$ cat src/rtl/dmem_bridge.sv
// dmem_bridge: turns a single-cycle MEM-stage access into a valid/ready bus request, stalls
// the core until the response (or a timeout) retires it, and discards responses that belong
// to accesses already abandoned by a timeout.
module dmem_bridge #(
  parameter int unsigned TIMEOUT_CYCLES = 255
) (
  input  logic        clk,
  input  logic        rst,
  // core side
  input  logic        core_req_i,
  input  logic        core_we_i,
  input  logic [7:0]  core_be_i,
  input  logic [63:0] core_addr_i,
  input  logic [63:0] core_wdata_i,
  output logic [63:0] core_rdata_o,
  output logic        core_stall_o,
  output logic        core_err_o,
  // bus request channel
  output logic        bus_req_valid_o,
  input  logic        bus_req_ready_i,
  output logic        bus_we_o,
  output logic [7:0]  bus_be_o,
  output logic [63:0] bus_addr_o,
  output logic [63:0] bus_wdata_o,
  // bus response channel (no backpressure)
  input  logic        bus_rsp_valid_i,
  input  logic        bus_rsp_err_i,
  input  logic [63:0] bus_rsp_rdata_i
);

  typedef enum logic [1:0] {
    StIdle,
    StIssue,
    StWait,
    StDone
  } state_e;

  // Counter holds the number of ISSUE/WAIT cycles already spent; the window closes at the end
  // of the cycle in which it would reach TIMEOUT_CYCLES.
  localparam logic [15:0] TimeoutLast = 16'(TIMEOUT_CYCLES - 32'd1);

  state_e      state_q, state_d;
  logic        we_q, we_d;
  logic [7:0]  be_q, be_d;
  logic [63:0] addr_q, addr_d;
  logic [63:0] wdata_q, wdata_d;
  logic [63:0] rdata_q, rdata_d;
  logic        err_q, err_d;
  logic [15:0] cnt_q, cnt_d;
  logic        stale_q, stale_d;

  logic        expired;
  logic [15:0] cnt_inc;

  assign expired = (cnt_q >= TimeoutLast);
  // Saturate so a pathological parameter can never wrap the counter back below the limit.
  assign cnt_inc = (cnt_q != 16'hffff) ? cnt_q + 16'd1 : cnt_q;

  // Next-state, payload capture, completion capture and combinational core/bus strobes.
  always_comb begin
    state_d         = state_q;
    we_d            = we_q;
    be_d            = be_q;
    addr_d          = addr_q;
    wdata_d         = wdata_q;
    rdata_d         = rdata_q;
    err_d           = err_q;
    cnt_d           = cnt_q;
    stale_d         = stale_q;
    bus_req_valid_o = 1'b0;
    core_stall_o    = 1'b0;

    // A response owed to an abandoned access is swallowed wherever it shows up.
    if (bus_rsp_valid_i && stale_q) begin
      stale_d = 1'b0;
    end

    unique case (state_q)
      StIdle: begin
        core_stall_o = core_req_i;
        if (core_req_i) begin
          we_d    = core_we_i;
          be_d    = core_be_i;
          addr_d  = core_addr_i;
          wdata_d = core_wdata_i;
          cnt_d   = 16'd0;
          state_d = StIssue;
        end
      end

      StIssue: begin
        core_stall_o    = 1'b1;
        bus_req_valid_o = 1'b1;
        cnt_d           = cnt_inc;
        // Acceptance beats expiry; a response seen here is never this access's completion.
        if (bus_req_ready_i) begin
          state_d = StWait;
        end else if (expired) begin
          rdata_d = 64'd0;
          err_d   = 1'b1;
          state_d = StDone;
        end
      end

      StWait: begin
        core_stall_o = 1'b1;
        cnt_d        = cnt_inc;
        if (bus_rsp_valid_i && !stale_q) begin
          rdata_d = we_q ? 64'd0 : bus_rsp_rdata_i;
          err_d   = bus_rsp_err_i;
          state_d = StDone;
        end else if (expired) begin
          // The bus still owes a response for this access; remember to drop it.
          rdata_d = 64'd0;
          err_d   = 1'b1;
          stale_d = 1'b1;
          state_d = StDone;
        end
      end

      StDone: begin
        // One-cycle retire window; a still-high request is the next access, taken from IDLE.
        state_d = StIdle;
      end

      default: begin
        state_d = StIdle;
      end
    endcase

    if (rst) begin
      core_stall_o = 1'b0;
    end
  end

  // State and datapath registers with synchronous reset.
  always_ff @(posedge clk) begin
    if (rst) begin
      state_q <= StIdle;
      we_q    <= 1'b0;
      be_q    <= 8'd0;
      addr_q  <= 64'd0;
      wdata_q <= 64'd0;
      rdata_q <= 64'd0;
      err_q   <= 1'b0;
      cnt_q   <= 16'd0;
      stale_q <= 1'b0;
    end else begin
      state_q <= state_d;
      we_q    <= we_d;
      be_q    <= be_d;
      addr_q  <= addr_d;
      wdata_q <= wdata_d;
      rdata_q <= rdata_d;
      err_q   <= err_d;
      cnt_q   <= cnt_d;
      stale_q <= stale_d;
    end
  end

  assign bus_we_o     = we_q;
  assign bus_be_o     = be_q;
  assign bus_addr_o   = addr_q;
  assign bus_wdata_o  = wdata_q;
  assign core_rdata_o = rdata_q;
  assign core_err_o   = err_q;

  // Valid may only fall through acceptance or expiry, with the payload frozen meanwhile.
  a_valid_hold: assert property (@(posedge clk) disable iff (rst)
    (bus_req_valid_o && !bus_req_ready_i && !expired) |=> bus_req_valid_o);

  a_payload_stable: assert property (@(posedge clk) disable iff (rst)
    (bus_req_valid_o && !bus_req_ready_i && !expired) |=>
      ($stable(bus_addr_o) && $stable(bus_wdata_o) && $stable(bus_be_o) && $stable(bus_we_o)));

  a_no_stall_in_reset: assert property (@(posedge clk) rst |-> !core_stall_o);

endmodule

$ cat config.mk
export PLATFORM = sky130hd
export DESIGN_NAME = dmem_bridge
export DESIGN_NICKNAME = d
export VERILOG_FILES = /design/src/rtl/dmem_bridge.sv
export SDC_FILE = /design/constraint.sdc
export NUM_CORES = 1
export LEC_CHECK = 0
export CAP_MARGIN = 5
export CORE_AREA = 5 5 158 160
export DETAILED_ROUTE_END_ITERATION = 10
export DIE_AREA = 0 0 163 165
export GPL_ROUTABILITY_DRIVEN = 0
export PLACE_DENSITY_LB_ADDON = 0.1
export SKIP_CTS_REPAIR_TIMING = 1
export SLEW_MARGIN = 10
export SYNTH_ARGS = -nofsm -noshare
export SYNTH_HDL_FRONTEND = slang
export SYNTH_SLANG_ARGS = --single-unit
$ cat constraint.sdc
create_clock -name clk -period 2.9 [get_ports clk]
set_input_delay 0.58 -clock clk [delete_from_list [all_inputs] [get_ports clk]]
set_output_delay 0.58 -clock clk [all_outputs]
set_load 0.01 [all_outputs]
# Word level (Yosys, flattened, before mapping)
# Cells that the tools add are included.
classes:
  add_sub_neg: 1
  magnitude_cmp: 1
  n_eq_ne: 7
  n_mux: 24
  n_reduce_logical: 10
op_table:
  columns: ["operator", "n"]
  rows:
  - ["$mux 64", 4]
  - ["$pmux 64 s2", 1]
  - ["$mux 16", 2]
  - ["$pmux 16 s2", 1]
  - ["$add 16x1->16 const B", 1]
  - ["$ge 16x8->1 const B", 1]
  - ["$ne 16x16->1 const B", 1]
  - ["$mux 1", 9]
  - ["$mux 2", 4]
  - ["$pmux 2 s4", 1]
  - ["$eq 2x2->1 const B", 2]
  - ["$ne 2x2->1 const B", 2]
  - ["$pmux 1 s2", 2]
  - ["$reduce_and 2->1", 2]
  - ["$reduce_bool 2->1", 2]
  - ["$reduce_and 3->1", 1]
  - ["$eq 2x1->1 const B", 1]
  - ["$logic_and 1x1->1", 2]
  - ["$logic_not 2->1", 1]
  - ["$ne 2x1->1 const B", 1]
  - ["$reduce_or 2->1", 1]
  - ["$logic_not 1->1", 1]
totals:
  reg_bits: 221
  input_bits: 207
  out_inout_bits: 204
  elab_cells: 52

# Logic depth before layout (Yosys ltp)
# Gate-level depths: netlist (run 1).
logic_depth:
  ltp_word: 5
  ltp_mapped: 9
  mapped_depth_nobuf: 6

# Least setup slack after synthesis (run 1)
# Ideal clock, no wire load.
synth_timing:
  path_kind: "flip-flop to flip-flop"
  start: "register state_q[1]"
  end: "register rdata_q[54], in the netlist core_rdata_o[54]"
  setup_time_ps: 89
  t_arrival_ps: 2121
  required_ps: 2811
  path_slack_ps: 690
  stages_incl_launch_ff: 10
  path_buffers: 3
  synth_period_minus_slack_ps: 2210
  path_cell_list: "dfxtp_1 -> inv_1 -> ha_1 -> and2_1 -> clkbuf_1 -> nor3_1 -> clkbuf_1 -> clkbuf_1 -> a21oi_1 -> a311oi_2"
synth_via:
  elab_chain_len: 3
  word_cells_on_any_way: 6
  classes_between: "eq/ne: 3; mux: 1; reduce/logical: 2"
synth_lines:
  columns: ["item", "line", "source"]
  rows:
  - ["start: declaration", "42", "state_e state_q, state_d;"]
  - ["start signal: assignment", "139", "state_q <= StIdle;"]
  - ["start signal: assignment", "149", "state_q <= state_d;"]
  - ["$eq 2x1->1 / $eq 2x2->1 (equally long branches)", "78", "unique case (state_q)"]
  - ["$ne 2x2->1 (no line) / $reduce_bool 2->1 (equally long branches)", null, null]
  - ["$reduce_and 2->1 (no line)", null, null]
  - ["end signal: assignment", "154", "rdata_q <= rdata_d;"]
  - ["end: declaration", "47", "logic [63:0] rdata_q, rdata_d;"]
# Parallel ways exist; a longest one is shown, timed or not.
# A chain may end at the register's enable or synchronous reset.

# Worst setup path in the final report (run 1)
layout_timing:
  start: "register state_q[1]"
  end: "output bus_req_valid_o"
layout_via:
  elab_chain_len: 2
layout_lines:
  columns: ["item", "line", "source"]
  rows:
  - ["$eq 2x1->1", "78", null]
  - ["$mux 1", "78", null]
  - ["end: declaration", "19", "output logic bus_req_valid_o,"]
# No other way between the ends.

==> flow_metrics.py, run 1 <==
metrics = {
    "global_routing": {
        "grt_overflow": 0,
        "grt_max_degree": 138,
        "grt_pass1_vias": 8447,
        "grt_util_all_layers": 0.2169,
        "grt_pass1_wl_mm": 47.06,
        "antenna_found_initial": 2,
    },
    "worst_setup_path": {
        "criticalPathCategory": "reg -> out",
        "critical_path_required_ps": 2320,
        "rr_worst_depth": 6,
        "worstPathArrival_ps": 1900,
        "crit_fanout": 6,
        "worst_setup_path_end_kind": "output port",
        "startpoint_type": "flip-flop",
    },
    "timing": {
        "slew_headroom": 0.3194,
        "worst_pin_slew_ps": 1021,
        "final-max-slew-violation-count": 0,
        "min_period_over_period": 0.8544,
        "post-route-min-period_ps": 2478,
        "rsz0062_at_grt": "no",
        "skew_ps": 22.37,
        "max_freq_mhz": 403.6,
        "whs_ps": 339.4,
        "setup_viol_count_final": 0,
        "hold_viol": 0,
        "tns_ps": 0,
    },
    "outcome": {
        "status": "finished clean",
    },
    "cts": {
        "root_buffer": "clkbuf_16",
        "tritoncts": "built",
        "clock_path_buffers": 3,
        "cts_htree_levels": 1,
        "clk_pin_slew_ps": 60,
        "cts_buffers": 25,
        "clk_latency_ps": 520,
        "cts_sinks": 221,
    },
    "worst_hold_path": {
        "hp-class": "in -> reg",
        "worstHoldPathCells": 2,
    },
    "power_and_ir_drop": {
        "pwr-share-seq": 0.361,
        "power_leakage_nw": 4.804,
        "switching_share": 0.3321,
        "ir_worst_vdd_mv": 0.5230,
        "intPower_mw": 6.805,
        "power_density_nw_per_um2": 722.6,
        "p_switching_mw": 3.383,
        "p_clk_frac": 0.306,
        "combinationalPowerShare": 0.334,
    },
    "die": {
        "rows": 56,
        "coreArea_sq_um": 23260,
        "initial_core_util": 0.3896,
        "die_w_um": 163,
        "die_h_um": 165,
        "io_pins": 411,
        "die_area_sq_um": 26900,
    },
    "cells_and_area": {
        "final_common_cell": "clkdlybuf4s50_1",
        "utilization": 0.6061,
        "area_growth_pct": 55.57,
        "multi_input_area_sq_um": 4184,
        "final_cell_mix": "clkdlybuf4s50_1 (408), nand2_1 (290), a21oi_1 (274)",
        "stdcell_count": 1741,
        "register_area_sq_um": 4424,
        "final_nets": 1617,
        "layout-drive-gt1-share": 0.08451,
        "fillers": 2087,
    },
    "logic_synthesis": {
        "synth_adder_area_share": 0.01105,
        "ys_warn_count": 0,
        "synthCells": 1052,
        "avgSynthCellArea_sq_um": 8.614,
        "ys_seq_area_frac": 0.4882,
        "synthMuxAreaShare": 0.01215,
        "synth-async-reset-ratio": 0,
        "synthSimpleGateAreaFrac": 0.1571,
        "synth_compound_area_frac": 0.2765,
        "ys_ff_latch": 221,
        "post_synth_num_cell_types": 39,
        "synth-edff-count": 0,
        "synth_top_family_by_area": "compound AO/OA/AOI/OAI gates",
        "synth_nets": 1267,
        "synthesis.area_sq_um": 9062,
        "synthFlopType": "dfxtp_1",
        "synthXorXnorAreaFrac": 0,
    },
    "routing": {
        "drt-vias-per-instance": 5.064,
        "first_iter_violations": 711,
        "vias": 8817,
        "postRouteWirelength_mm": 31.65,
        "drc": 0,
        "ant_nets": 0,
        "drt_pre_antenna_iters": 5,
        "wl_per_cell_um": 18.18,
    },
    "placed_design": {
        "hpwl_mm": 21.38,
        "port_buffers": 410,
        "place_inst": 1694,
    },
    "job": {
        "maxCapViolCount": 0,
    },
}
## metrics by stage
stage / area [sq um] / worst slack, ps / total power [mW]
after floorplan: 9062 / 690.4 / 5.576
after global placement: 13260 / 250.7 / 7.080
after detailed placement: 13260 / 291.2 / 7.115
after CTS: 14080 / -154.9 / 10.28
after global routing: 14100 / 263.6 / 10.77
final: 14100 / 422.2 / 10.19
## state kept, by name, summed over array words and instances (netlist names), 2 cells and up
name	flops
state_q	2
cnt_q	16
core_rdata_o	64
bus_wdata_o	64
bus_be_o	8
bus_addr_o	64
## area by class of cell
type / count / share of cell area
flip-flops and latches: 221 / 0.3138
clock buffers: 37 / 0.05254
diodes: 2 / 0.0003550
well taps: 319 / 0.02831
repair buffers: 420 / 0.3011
multi-input cells: 727 / 0.2968
clock inverters: 8 / 0.005236
inverters: 7 / 0.001864
## cell usage after synthesis, drive strengths merged, types with 5 or more instances
master	number	share of area
or4	5	0.0041
nand2b	15	0.010
nand3	8	0.0044
dfxtp	221	0.49
ha	8	0.011
inv	7	0.0029
clkbuf	74	0.031
mux2i	11	0.012
nand4	5	0.0035
a311oi	64	0.10
a21oi	274	0.15
nand2	291	0.12
buf	23	0.021
## critical path: stages (launching register included)
cell             delay [ps]
dfxtp_1                 360
inv_1                   160
ha_1                    290
clkdlybuf4s50_1         590
## power groups by stage
stage | registers (mW) | clock network, mW | logic, mW
floorplan | 3.90 | 0 | 1.68
global placement | 3.71 | 0 | 3.37
detailed placement | 3.73 | 0 | 3.39
CTS | 3.67 | 3.20 | 3.41
global route | 3.72 | 3.33 | 3.72
finish | 3.67 | 3.11 | 3.40
## routing by layer
layer / track usage / up-vias / wire length (um)
met2: 0.3668 / 278 / 15530
met5: 0 / - / 0
met3: 0.07637 / 55 / 2656
li1: - / 4383 / -
met1: 0.2554 / 4101 / 12380
met4: 0.07815 / 0 / 1092
## kinds of logic after synthesis
group,after synthesis
flip-flops,221
adder cells (fa/ha/maj),8
AO/OA/AOI/OAI,363
buffers and inverters,104
multiplexers,11
AND/OR/NAND/NOR,345
## worst paths after layout
path | from | end | slack, ps
max reg2reg | cnt_q[0] | core_rdata_o[1] | 490
max | state_q[1] | bus_req_valid_o | 420
min reg2reg | bus_addr_o[39] | bus_addr_o[39] | 450
min | rst | bus_wdata_o[59] | 340
Note: power is estimated with default switching activity, not from simulation.
==> inputs of run 2 (changes only) <==
Settings changed: ABC_AREA from default to 0.
==> results of run 2 <==
No change in the layout: final DEF, timing and power equal those of run 1.
==> inputs of run 3 (changes only) <==
Settings changed: RECOVER_POWER from default to 25, SLEW_MARGIN 10 to default.
==> flow_metrics.py, run 3 (same netlist as run 1, synthesis figures left out) <==
metrics = {
    "cells_and_area": {
        "final_cell_mix": "clkdlybuf4s50_1 (408), nand2_1 (290), a21oi_1 (274)",
        "final_common_cell": "clkdlybuf4s50_1",
        "stdcell_count": 1741,
        "fillers": 2091,
        "final_nets": 1617,
        "utilization": 0.6053,
        "layout-drive-gt1-share": 0.08380,
        "area_growth_pct": 55.38,
    },
    "worst_setup_path": {
        "criticalPathCategory": "reg -> reg",
        "crit_fanout": 137,
        "critical_path_required_ps": 3330,
        "worst_setup_path_end_kind": "flip-flop",
        "worstPathArrival_ps": 2940,
        "crit-reg2reg-launch": "state_q[1]",
        "startpoint_type": "flip-flop",
        "startpoint": "state_q[1]",
    },
    "global_routing": {
        "grt_util_all_layers": 0.2169,
        "grt_overflow": 0,
        "grt_pass1_vias": 8447,
        "grt_max_degree": 138,
        "antenna_found_initial": 2,
        "grt_pass1_wl_mm": 47.06,
    },
    "routing": {
        "drt-vias-per-instance": 5.063,
        "vias": 8815,
        "wl_per_cell_um": 18.14,
        "postRouteWirelength_mm": 31.57,
        "drt_pre_antenna_iters": 6,
        "first_iter_violations": 725,
        "ant_nets": 0,
        "drc": 0,
    },
    "cts": {
        "cts_sinks": 221,
        "clk_latency_ps": 520,
        "tritoncts": "built",
        "cts_buffers": 25,
        "root_buffer": "clkbuf_16",
        "clock_path_buffers": 3,
        "clk_pin_slew_ps": 60,
        "cts_htree_levels": 1,
    },
    "power_and_ir_drop": {
        "power_leakage_nw": 4.793,
        "power_mw": 10.16,
        "ir_worst_vdd_mv": 0.5181,
        "power_density_nw_per_um2": 721.3,
    },
    "die": {
        "initial_core_util": 0.3896,
        "coreArea_sq_um": 23260,
        "die_w_um": 163,
        "die_h_um": 165,
        "io_pins": 411,
        "die_area_sq_um": 26900,
        "rows": 56,
    },
    "outcome": {
        "status": "finished, violations left",
        "violations": "capacitance limit, slew limit",
    },
    "timing": {
        "slew_headroom": -0.07463,
        "post-route-min-period_ps": 2503,
        "whs_ps": 341.0,
        "final-max-slew-violation-count": 138,
        "max_freq_mhz": 399.5,
        "rsz0062_at_grt": "no",
        "setup_viol_count_final": 0,
        "worst_pin_slew_ps": 1612,
        "hold_viol": 0,
        "skew_ps": 22.25,
        "min_period_over_period": 0.8631,
    },
    "job": {
        "maxCapViolCount": 1,
    },
    "placed_design": {
        "port_buffers": 410,
        "hpwl_mm": 21.38,
        "place_inst": 1694,
    },
    "worst_hold_path": {
        "worstHoldStart": "rst",
        "hp-class": "in -> reg",
    },
}
## run 3: changes by cell type in the layout (fill, tap and decap cells not counted)
cell	change
and2_2	+1
and2_4	-1
buf_12	-1
buf_4	-1
clkbuf_1	+1
clkbuf_4	+1
## run 3: final timing paths
path | to | slack, ps | cells past startpoint
worst max-delay path | bus_wdata_o[29] | 400 | 6
worst min-delay path | bus_wdata_o[59] | 340 | 2
worst max register to register | bus_wdata_o[29] | 400 | 6
worst min register to register | bus_wdata_o[37] | 450 | 2
## run 3: power breakdown
group / switching (mW) / leakage [nW] / internal, mW / total (mW)
Clock: 1.25 / 0.399 / 1.85 / 3.11
Combinational: 1.89 / 2.59 / 1.49 / 3.38
Sequential: 0.225 / 1.80 / 3.45 / 3.67
## run 3: cell type report
class,count,area [sq um],share of cell area
clock inverters,8,73.82,0.005243
inverters,7,26.28,0.001866
flip-flops and latches,221,4424,0.3142
well taps,319,399.1,0.02835
repair buffers,420,4229,0.3003
diodes,2,5.005,0.0003554
clock buffers,37,740.7,0.05260
multi-input cells,727,4183,0.2970
## run 3: per-layer routing
metal  wire, um  global-route usage
met1      12400              0.2554
met4       1092             0.07815
met3       2625             0.07637
met2      15450              0.3668
met5          0                   0
## run 3: worst max-delay path, stage by stage, from the launching register on
cell,delay (ps)
dfxtp_1,420
inv_1,140
ha_4,200
nand2_4,60
clkbuf_4,1110
nand2_1,110
a21oi_1,210
## run 3: stage by stage
stage	area (sq um)	TNS, ps	worst slack, ps
3_5_place_dp	13260	0	291.2
2_1_floorplan	9062	0	690.4
4_1_cts	14080	-154.9	-154.9
5_1_grt	14080	0	190.2
3_3_place_gp	13260	0	250.7
6_report	14080	0	396.9
